$ cat src/rtl/d_arb.sv
// d_arb: two-master round-robin arbiter for the data-side bus.
// One transaction per grant, with a per-transaction watchdog that terminates
// stalled accesses with an error. While a grant is held, the owner's request
// passes straight through to the decoder and the decoder's completion passes
// straight back to the owner.
module d_arb #(
  parameter int XLEN     = 32,
  parameter int ADDR_LEN = 14,
  parameter int TIMEOUT  = 15   // legal range 2..255, counted in 8 bits
) (
  input  logic                clk,
  input  logic                rst,
  // master 0 (CPU load/store unit)
  input  logic [ADDR_LEN-1:0] m0_addr,
  input  logic                m0_rd_req,
  input  logic                m0_wr_req,
  input  logic [XLEN/8-1:0]   m0_wr_be,
  input  logic [XLEN-1:0]     m0_wr_data,
  output logic [XLEN-1:0]     m0_rd_data,
  output logic                m0_rd_ready,
  output logic                m0_wr_ready,
  output logic                m0_err,
  // master 1 (debug / DMA)
  input  logic [ADDR_LEN-1:0] m1_addr,
  input  logic                m1_rd_req,
  input  logic                m1_wr_req,
  input  logic [XLEN/8-1:0]   m1_wr_be,
  input  logic [XLEN-1:0]     m1_wr_data,
  output logic [XLEN-1:0]     m1_rd_data,
  output logic                m1_rd_ready,
  output logic                m1_wr_ready,
  output logic                m1_err,
  // downstream (address decoder)
  output logic [ADDR_LEN-1:0] d_addr,
  output logic                d_rd_req,
  output logic                d_wr_req,
  output logic [XLEN/8-1:0]   d_wr_be,
  output logic [XLEN-1:0]     d_wr_data,
  input  logic                d_rd_ready,
  input  logic                d_wr_ready,
  input  logic [XLEN-1:0]     d_rd_data,
  // status
  output logic [1:0]          grant,
  output logic                busy
);

  typedef enum logic {S_IDLE = 1'b0, S_BUSY = 1'b1} state_t;

  // Last BUSY cycle index before the watchdog fires.
  localparam logic [7:0] CNT_LAST = 8'(TIMEOUT - 1);

  state_t              r_state, w_state_next;
  logic                r_gnt, w_gnt_next;     // current owner (0 = m0, 1 = m1)
  logic                r_last, w_last_next;   // previous owner, for round-robin
  logic [7:0]          r_cnt, w_cnt_next;     // BUSY cycles elapsed

  logic                w_busy;
  logic                w_req0, w_req1;
  logic                w_own_rd, w_own_wr;
  logic                w_fwd_rd, w_fwd_wr;
  logic                w_done;
  logic                w_own_rd_ready, w_own_wr_ready, w_own_err;
  logic [XLEN-1:0]     w_own_rd_data;

  assign w_busy   = (r_state == S_BUSY);
  assign w_req0   = m0_rd_req | m0_wr_req;
  assign w_req1   = m1_rd_req | m1_wr_req;
  assign w_own_rd = r_gnt ? m1_rd_req : m0_rd_req;
  assign w_own_wr = r_gnt ? m1_wr_req : m0_wr_req;

  // A simultaneous read+write from the owner forwards only the write.
  assign w_fwd_wr = w_busy & w_own_wr;
  assign w_fwd_rd = w_busy & w_own_rd & ~w_own_wr;
  assign w_done   = (w_fwd_wr & d_wr_ready) | (w_fwd_rd & d_rd_ready);

  // Downstream request: the owner's fields in BUSY, all zero in IDLE.
  assign d_rd_req  = w_fwd_rd;
  assign d_wr_req  = w_fwd_wr;
  assign d_addr    = w_busy ? (r_gnt ? m1_addr    : m0_addr)    : '0;
  assign d_wr_be   = w_busy ? (r_gnt ? m1_wr_be   : m0_wr_be)   : '0;
  assign d_wr_data = w_busy ? (r_gnt ? m1_wr_data : m0_wr_data) : '0;

  // Owner-side strobes are steered to the owning master only.
  assign m0_rd_ready = w_own_rd_ready & ~r_gnt;
  assign m0_wr_ready = w_own_wr_ready & ~r_gnt;
  assign m0_err      = w_own_err      & ~r_gnt;
  assign m0_rd_data  = r_gnt ? '0 : w_own_rd_data;
  assign m1_rd_ready = w_own_rd_ready & r_gnt;
  assign m1_wr_ready = w_own_wr_ready & r_gnt;
  assign m1_err      = w_own_err      & r_gnt;
  assign m1_rd_data  = r_gnt ? w_own_rd_data : '0;

  assign grant = {w_busy & r_gnt, w_busy & ~r_gnt};
  assign busy  = w_busy;

  // State register: owner, round-robin pointer and watchdog counter.
  always_ff @(posedge clk or posedge rst) begin
    if (rst) begin
      r_state <= S_IDLE;
      r_gnt   <= 1'b0;
      r_last  <= 1'b1;   // m0 wins the first tie after reset
      r_cnt   <= 8'd0;
    end else begin
      r_state <= w_state_next;
      r_gnt   <= w_gnt_next;
      r_last  <= w_last_next;
      r_cnt   <= w_cnt_next;
    end
  end

  // Next-state logic: arbitration in IDLE; completion, abandon and watchdog in BUSY.
  always_comb begin
    w_state_next   = r_state;
    w_gnt_next     = r_gnt;
    w_last_next    = r_last;
    w_cnt_next     = r_cnt;
    w_own_rd_ready = 1'b0;
    w_own_wr_ready = 1'b0;
    w_own_err      = 1'b0;
    w_own_rd_data  = '0;
    case (r_state)
      S_IDLE: begin
        if (w_req0 | w_req1) begin
          // On a tie the master that did not go last wins.
          w_gnt_next   = (w_req0 & w_req1) ? ~r_last : w_req1;
          w_last_next  = w_gnt_next;
          w_cnt_next   = 8'd0;
          w_state_next = S_BUSY;
        end
      end
      S_BUSY: begin
        w_own_rd_data = d_rd_data;
        if (w_done) begin
          w_own_rd_ready = w_fwd_rd;
          w_own_wr_ready = w_fwd_wr;
          w_state_next   = S_IDLE;
        end else if (!(w_own_rd | w_own_wr)) begin
          // Owner abandoned the access: release silently.
          w_state_next = S_IDLE;
        end else if (r_cnt == CNT_LAST) begin
          // Watchdog: terminate with ready+err and no read data.
          w_own_rd_ready = w_fwd_rd;
          w_own_wr_ready = w_fwd_wr;
          w_own_err      = 1'b1;
          w_own_rd_data  = '0;
          w_state_next   = S_IDLE;
        end else begin
          w_cnt_next = r_cnt + 8'd1;
        end
      end
      default: w_state_next = S_IDLE;
    endcase
  end

endmodule

$ cat config.mk
export PLATFORM = sky130hd
export DESIGN_NAME = d_arb
export DESIGN_NICKNAME = d
export VERILOG_FILES = /design/src/rtl/d_arb.sv
export SDC_FILE = /design/constraint.sdc
export NUM_CORES = 1
export LEC_CHECK = 0
export ABC_CLOCK_PERIOD_IN_PS = 2400
export CAP_MARGIN = 5
export CORE_AREA = 4 4 101 103
export DETAILED_ROUTE_END_ITERATION = 16
export DIE_AREA = 0 0 105 107
export DONT_BUFFER_PORTS = 1
export PLACE_DENSITY = 0.41
export SETUP_SLACK_MARGIN = 0.05
export SYNTH_ARGS = -nofsm -noshare
export SYNTH_HDL_FRONTEND = slang
export SYNTH_SLANG_ARGS = --single-unit
$ cat constraint.sdc
create_clock -name clk -period 2.4 [get_ports clk]
set_clock_uncertainty 0.15 [all_clocks]
set_input_delay 0.48 -clock clk [delete_from_list [all_inputs] [get_ports clk]]
set_output_delay 0.48 -clock clk [all_outputs]
set_load 0.01 [all_outputs]
* Word-level counts from Yosys, hierarchy flattened
Index checks and enable logic that the tools add are counted.
** Word-level totals
- Flip-flop bits (word level) :: 11
- Bits in latches :: 0
- Bits in writable memories :: 0
- Bits in read-only memories :: 0
- Input port bits :: 140
- Output and inout port bits :: 125
- Memories :: 0
** Cells by class
- $add $sub $neg :: 1
- Multiply operators :: 0
- Divide/modulo/power cells :: 0
- Order comparisons :: 0
- Equality and inequality tests :: 5
- Shift operators :: 0
- Mux-type cells :: 37
- Bitwise logic cells :: 23
- Reduce and logical (&&, ||, !) cells :: 2
** Operators by type and width (number)
- 32-bit two-way mux :: 8
- 8-bit two-way mux :: 4
- 14-bit two-way mux :: 2
- 1-bit two-way mux :: 19
- 8-bit one-hot mux with 2 select lines :: 1
- 1-bit bitwise AND :: 14
- 8-bit by 1-bit adder with 8-bit output (second input constant) :: 1
- 8-bit by 4-bit == test with 1-bit output (second input constant) :: 1
- 4-bit two-way mux :: 2
- 2-bit inequality test (second input constant) :: 3
- 1-bit OR :: 5
- 1-bit NOT :: 4
- 4-bit AND reduction :: 1
- 2-bit by 1-bit inequality test with 1-bit output (second input constant) :: 1
- 1-bit one-hot mux with 2 select lines :: 1
- 2-bit AND reduction :: 1

* Longest topological paths before layout
Gate-level depths: netlist of run 1.
- Word-level depth :: 8
- Gate-level depth with buffers :: 7
- Mapped depth without buffers :: 6

* Worst setup path before layout of run 1
OpenSTA, ideal clock, no wires.
- Path type :: register to output
- Start :: register r_cnt[0]
- End :: output m0_rd_data[10]
- Data arrival time :: 1.839 ns
- Required time :: 1.770 ns
- Setup slack :: -0.069 ns
- Cell stages (with the launch flop) :: 8
- Path buffers :: 1
- Cells stage by stage :: dfrtp_1 > inv_1 > ha_1 > or4b_4 > nor3_4 > a41oi_1 > clkbuf_1 > and2_1
** On the way
- Longest elaborated chain between the ends :: 6
** RTL lines
- from (decl) :: RTL line 55 : logic [7:0] r_cnt, w_cnt_next;
- from (signal assigned) :: RTL line 107 : r_cnt <= w_cnt_next;
- 8-bit by 4-bit == test with 1-bit output :: RTL line 140 : end else if (r_cnt == CNT_LAST) begin
- 32-bit two-way mux :: RTL line 140
- 32-bit two-way mux :: RTL line 137 : end else if (!(w_own_rd | w_own_wr)) begin
- 32-bit two-way mux :: RTL line 133 : if (w_done) begin
- 32-bit two-way mux :: RTL line 121 : case (r_state)
- 32-bit two-way mux :: RTL line 87 : assign m0_rd_data = r_gnt ? '0 : w_own_rd_data;
- to (decl) :: RTL line 19 : output logic [XLEN-1:0] m0_rd_data,
Every way passes these cells.

* Worst setup path in the final report of run 1
- Start :: register r_cnt[0]
- End :: output m1_rd_data[6]
** On the way
- Longest elaborated chain between the ends :: 6
** RTL lines
- 8-bit by 4-bit == test with 1-bit output :: RTL line 140
- 32-bit two-way mux :: RTL line 140
- 32-bit two-way mux :: RTL line 137
- 32-bit two-way mux :: RTL line 133
- 32-bit two-way mux :: RTL line 121
- 32-bit two-way mux :: RTL line 91 : assign m1_rd_data = r_gnt ? w_own_rd_data : '0;
- to (decl) :: RTL line 29 : output logic [XLEN-1:0] m1_rd_data,
Every way passes these cells.

==> flow_summary.toml, run 1 <==
[global_route]
overflow_left_after_global_routing = 0
grt_pass1_vias = 1995
initial_antenna_violation_count = 0
use_met2_pct = 22.7
globalRouteMet3Util_pct = 4.33
groute.layer.met1.usage_pct = 15.2
grt_start_max_net_pins = 59
most_heavily_used_metal_layer_in_global_routing = "met2"
wire_length_of_the_first_global_routing_pass_mm = 11.6
grt_use_total_pct = 12.9

[route]
detailedRoute.firstIterationViolations = 129
vias_per_cell = 5.15
wirelength_mm = 8.46
drc_errors = 0
routed_wire_length_per_instance_um = 21.3
num_vias = 2051
detailedRoute.firstPassIterationCount = 4
drt.antenna.violating_nets = 0

[critical_path]
cp-start-kind = "flip-flop"
crit_path_max_fanout = 32
arrival_worst_endpoint_ps = 2100
cp_data_required_time_ps = 1770
end_kind = "output pin"
setup.worst_path.class = "reg2out"

[die]
fp.dieH_um = 107
core.rowCount = 35
dieArea_um2 = 11200
ioPinCount = 265
placeableCoreArea_um2 = 9200
floorplan.initialDensity_pct = 23.3
die_w_um = 105

[placed_design]
io_buffers = 0
dp_hpwl_mm = 7.11
gp_congestion = 0.740
place_area_um2 = 2420

[clocking]
clock_insertion_delay_worst_skew_ps = 240
clkSlewWorstSetupHoldPaths_ps = 50
cts-buffers-inserted = 3
ctsHtreeMaxLevel = 1
root_buffer = "clkbuf_8"
clock_sink_count = 11
tritoncts = "yes"
clock_tree.buffer_depth = 2

[sta]
fin_crit_sh_pct = 114
grt_setup_unrepaired = "true"
report.final.setup_viol = 70
slew_viol_final = 0
timing.max_slew.rel_slack_pct = 67.4
timing.hold.ws_ps = 345
layout_setup_ws_ps = -327
timing_worst_slew_pin_value_ps = 489
setup_total_neg_slack_ps = -22180
final_period_minus_worst_setup_slack_ps = 2730
timing.fmax_ghz = 0.367
final_hold_viol_count = 0

[power_and_ir_drop]
comb_power_share_pct = 84.5
seq_power_share_pct = 9.6
leakage_nw = 1.25
power.ir.vdd_worst_uv = 411
net-switching-power_mw = 1.66
power_switching_share_pct = 51.7
power_report.internal_total_mw = 1.55
power-per-cell-area_nw_per_um2 = 1200
clkPwrFrac_pct = 5.9

[final_layout]
filler_cell_count = 957
antenna_cells_inserted = 0
area_growth_syn_to_layout_pct = 24.6
post-route-cell-area_um2 = 2670
regArea_um2 = 278
final_nets = 430
multi_input_area_um2 = 1960
drive_above_1_share_pct = 38.3

[outcome]
status = "complete, but fails checks"
violated_checks = "setup timing"

[synth]
synth_seq_area_share_pct = 12.9
synth-seq-cells = 11
yosysTopAreaCellShare_pct = 26.2
synthMostInstantiatedCell = "and2_1"
yosys.cell_types.count = 43
ys_async_sr_fraction_pct = 100
synth.area.top_cells = "mux2i_1 26%, and2_1 20%, nor2b_1 15%"
synth_common_cells = "67 x and2_1, 56 x mux2i_1, 50 x nor2b_1"
netlist_area_um2 = 2140
post_synth_inst_count = 280
syn-mean-instance-area_um2 = 7.65
yosysWarningCount = 0
synth-edff-count = 0
netlist.top_cell.by_area = "mux2i_1"
syn_nets = 422
synth_ff_type = "dfrtp_1"

[hold_path]
holdCritPathClass = "in2reg"

[run]
max_cap_viol_count = 0
## logic make-up after synthesis
group / count (synthesis) / synth area share (%)
xor gates and xnor gates: 1 / 0.409
AOI/OAI and AO/OA: 20 / 7.59
muxes: 57 / 26.7
DFF: 11 / 12.9
adders and majority gates: 2 / 1.17
buffers and inverters: 29 / 5.43
and+or+nand+nor: 160 / 45.8
## power groups by stage
stage / clock (mW) / sequential (mW) / combinational, mW
detailed placement: 0 / 0.303 / 2.42
CTS: 0.193 / 0.304 / 2.57
global placement: 0 / 0.303 / 2.41
global route: 0.208 / 0.319 / 2.91
finish: 0.188 / 0.308 / 2.71
floorplan: 0 / 0.286 / 1.93
## worst max-delay path: stages, from the launching register on
cell	delay [ps]
dfrtp_1	380
inv_2	70
ha_4	110
or4b_4	470
nor3_4	230
a41oi_2	190
buf_12	220
and2_4	180
## per-layer routing
layer,part of all wire (%),wire length [um],up-vias
li1,-,-,954
met1,38,3250,937
met2,50,4220,152
met3,10,881,8
met4,1.3,106,0
met5,0,0,-
## registers in the layout, indices dropped and copies added, names as in the netlist
register	cells
r_cnt	8
busy	1
r_gnt	1
r_last	1
## per-stage QoR
| stage | util (%) | total power [mW] | setup slack (ps) | std cells |
|---|---|---|---|---|
| detailed placement | 26.3 | 2.72 | -70.3 | 392 |
| global placement | 26.3 | 2.72 | -56.7 | 392 |
| floorplan | - | 2.22 | -57.3 | 280 |
| CTS | 27.8 | 3.06 | -338 | 397 |
| finish | 29.0 | 3.21 | -327 | 398 |
| global route | 29.0 | 3.43 | -441 | 398 |
## worst paths after layout
check | startpoint | endpoint | slack (ps) | depth (start not counted)
max in group asynchronous | rst | r_last | 1210 | 2
setup reg to reg | r_gnt | r_cnt[7] | 180 | 4
hold reg to reg | r_last | r_last | 350 | 2
min in group asynchronous | rst | r_cnt[5] | 540 | 2
setup / recovery | r_cnt[0] | m1_rd_data[6] | -330 | 7
hold / removal | m0_wr_req | r_last | 340 | 3
## placed cells by master (no fill, tap or decap), types with 2 or more instances in the layout
cell type	count
nor2_1	6
buf_4	22
nor2b_1	50
nand2_1	14
o31ai_1	2
dfrtp_1	9
nor3_1	3
and2_4	64
a41oi_2	2
inv_1	5
o21ai_0	3
buf_12	2
a211oi_2	2
mux2i_1	56
clkbuf_8	3
and2_1	3
or3_1	2
nor4_1	2
nor2_2	2
nand3_1	3
## repair_timing
item,CTS,global route
hold endpoints to repair,5,0
setup endpoints to repair,120,76
hold buffers,1,0
pin swaps,0,3
gates resized for setup,34,39
buffers inserted,0,1
## cell type report
class	instances	share of cell area (%)
timing repair buffer	26	8.62
inverter	6	0.843
tap	111	5.20
multi-input combinational	240	73.2
clock buffer	4	1.69
sequential	11	10.4
Power figures use the tool's default switching activity.
==> run 2: changes to the inputs <==
Settings changed: SLEW_MARGIN set to 20.
==> results of run 2 <==
No change in the layout: final DEF, timing and power equal those of run 1.
==> run 3: changes to the inputs <==
Settings changed: CTS_BUF_LIST set to sky130_fd_sc_hd__clkbuf_4 sky130_fd_sc_hd__clkbuf_8, PLACE_DENSITY 0.41 to not set, PLACE_DENSITY_LB_ADDON set to 0.05.
==> run 3 against run 2 <==
Effect of this change:
- register-to-register slack about the same
- sequential share of layout area up 0.16 points
- maximum frequency down 2.6%
- highest routed layer unchanged
- setup slack worse by 74 ps
- sequential power down 5%
- non-clock buffer count down 3
- global-route usage up 0.37 points
- the flow finishes with violations (hold timing, setup timing)
- wire length up 1.5%
- clock power up 7%
- first-iteration DRC count down 8.5%
- via count down 1.1%
- combinational power about the same
==> flow_summary.toml, run 3 (synthesis results as in run 1) <==
[outcome]
status = "complete, but fails checks"
violated_checks = "hold timing, setup timing"

[sta]
fin_crit_sh_pct = 117
report.final.setup_viol = 70
final_hold_viol_count = 10
timing.max_slew.rel_slack_pct = 68.1
grt_setup_unrepaired = "true"
final_period_minus_worst_setup_slack_ps = 2800
timing.fmax_ghz = 0.357
slew_viol_final = 0
layout_setup_ws_ps = -401
timing_worst_slew_pin_value_ps = 478
timing.hold.ws_ps = -6.65
setup_total_neg_slack_ps = -23470

[route]
routed_wire_length_per_instance_um = 21.7
drt.antenna.violating_nets = 0
vias_per_cell = 5.13
num_vias = 2028
detailedRoute.firstIterationViolations = 118
drc_errors = 0
wirelength_mm = 8.58
detailedRoute.firstPassIterationCount = 4

[power_and_ir_drop]
power.ir.vdd_worst_uv = 324
leakage_nw = 1.23
power-per-cell-area_nw_per_um2 = 1220
fin_total_pwr_mw = 3.20

[global_route]
grt_pass1_vias = 2040
grt_start_max_net_pins = 48
overflow_left_after_global_routing = 0
wire_length_of_the_first_global_routing_pass_mm = 12.0
grt_use_total_pct = 13.3
initial_antenna_violation_count = 0

[clocking]
clock_tree.buffer_depth = 2
clock_sink_count = 11
clock_insertion_delay_worst_skew_ps = 240
ctsHtreeMaxLevel = 1
cts-buffers-inserted = 3
tritoncts = "yes"
clkSlewWorstSetupHoldPaths_ps = 50
root_buffer = "clkbuf_8"

[run]
max_cap_viol_count = 0

[die]
fp.dieH_um = 107
floorplan.initialDensity_pct = 23.3
dieArea_um2 = 11200
placeableCoreArea_um2 = 9200
ioPinCount = 265
core.rowCount = 35
die_w_um = 105

[critical_path]
rr_endpoint = "r_cnt[6]"
regToRegStartpoint = "r_cnt[0]"
depth_of_the_most_critical_reg_to_reg_path = 7
setup.worst_path.class = "reg2out"
regToRegSetupSlack_ps = 180
cp-start-kind = "flip-flop"
arrival_worst_endpoint_ps = 2170
cp_data_required_time_ps = 1770
end_kind = "output pin"
crit_path_max_fanout = 32

[placed_design]
gp_congestion = 0.721
dp_slack_ps = -138
cell_count_after_placement = 390
dp_hpwl_mm = 7.34
io_buffers = 0
place_area_um2 = 2400

[final_layout]
largest-register = "r_cnt"
filler_cell_count = 976
largest_reg_flops = 8
antenna_cells_inserted = 0
area_growth_syn_to_layout_pct = 22.8
layout_commonest_cell = "and2_4"
post-route-cell-area_um2 = 2630
mostFrequentLayoutCells = "58 x and2_4, 56 x mux2i_1, 49 x nor2b_1"
drive_above_1_share_pct = 36.6
fin_util_pct = 28.6
final_nets = 427
final_cells = 395

[hold_path]
holdCritPathClass = "in2async"
==> run 3: changes by cell type in the layout (fill, tap and decap cells not counted), sizes merged <==
| cell | change |
|---|---|
| buf | -2 |
| dlygate4sd3 | -1 |
==> run 3: how the worst max path moves through the flow <==
stage               startpoint        endpoint  slack (ps)  cells after the start
finish                r_cnt[0]  m1_rd_data[11]        -400                      7
global route          r_cnt[0]  m1_rd_data[20]        -490                      7
CTS                   r_cnt[0]     m1_rd_ready        -390                      8
detailed placement    r_cnt[0]  m1_rd_data[20]        -140                      7
global placement      r_cnt[0]  m1_rd_data[17]        -100                      7
floorplan             r_cnt[0]  m0_rd_data[10]         -60                      7
==> run 3: per-layer routing <==
metal	vias up	global-route usage (%)	wire length [um]
li1	947	-	-
met1	952	15.9	3300
met2	127	23.1	4360
met3	2	5.18	903
met4	0	1.78	24
met5	-	0	0
==> run 3: critical path: stages (launching register included) <==
cell	delay, ps
dfrtp_1	370
inv_1	50
ha_1	140
or4b_4	480
nor3_4	240
a41oi_2	190
buf_12	210
and2_2	240
==> run 3: timing repair <==
action | in CTS | in global routing
pin swaps | 2 | 4
resized for setup | 63 | 4
hold endpoints to repair | 0 | 0
setup buffers | 1 | 0
endpoints found under the setup margin | 93 | 72
hold buffers | 0 | 0
==> run 3: layout make-up <==
class                           count  area, um^2  share of cell area, %
Tap cell                          111         139                   5.28
Multi-Input combinational cell    240        1930                   73.5
Inverter                            6        22.5                  0.856
Sequential cell                    11         278                   10.6
Timing Repair Buffer               23         209                   7.94
Clock buffer                        4        48.8                   1.86
==> run 3: report_power, final <==
part	total [mW]	switching, mW	leakage (nW)	internal [mW]
logic	2.71	1.53	1.06	1.17
clock network	0.202	0.0736	0.0262	0.128
registers	0.294	0.0476	0.140	0.246
total	3.20	1.66	1.23	1.55
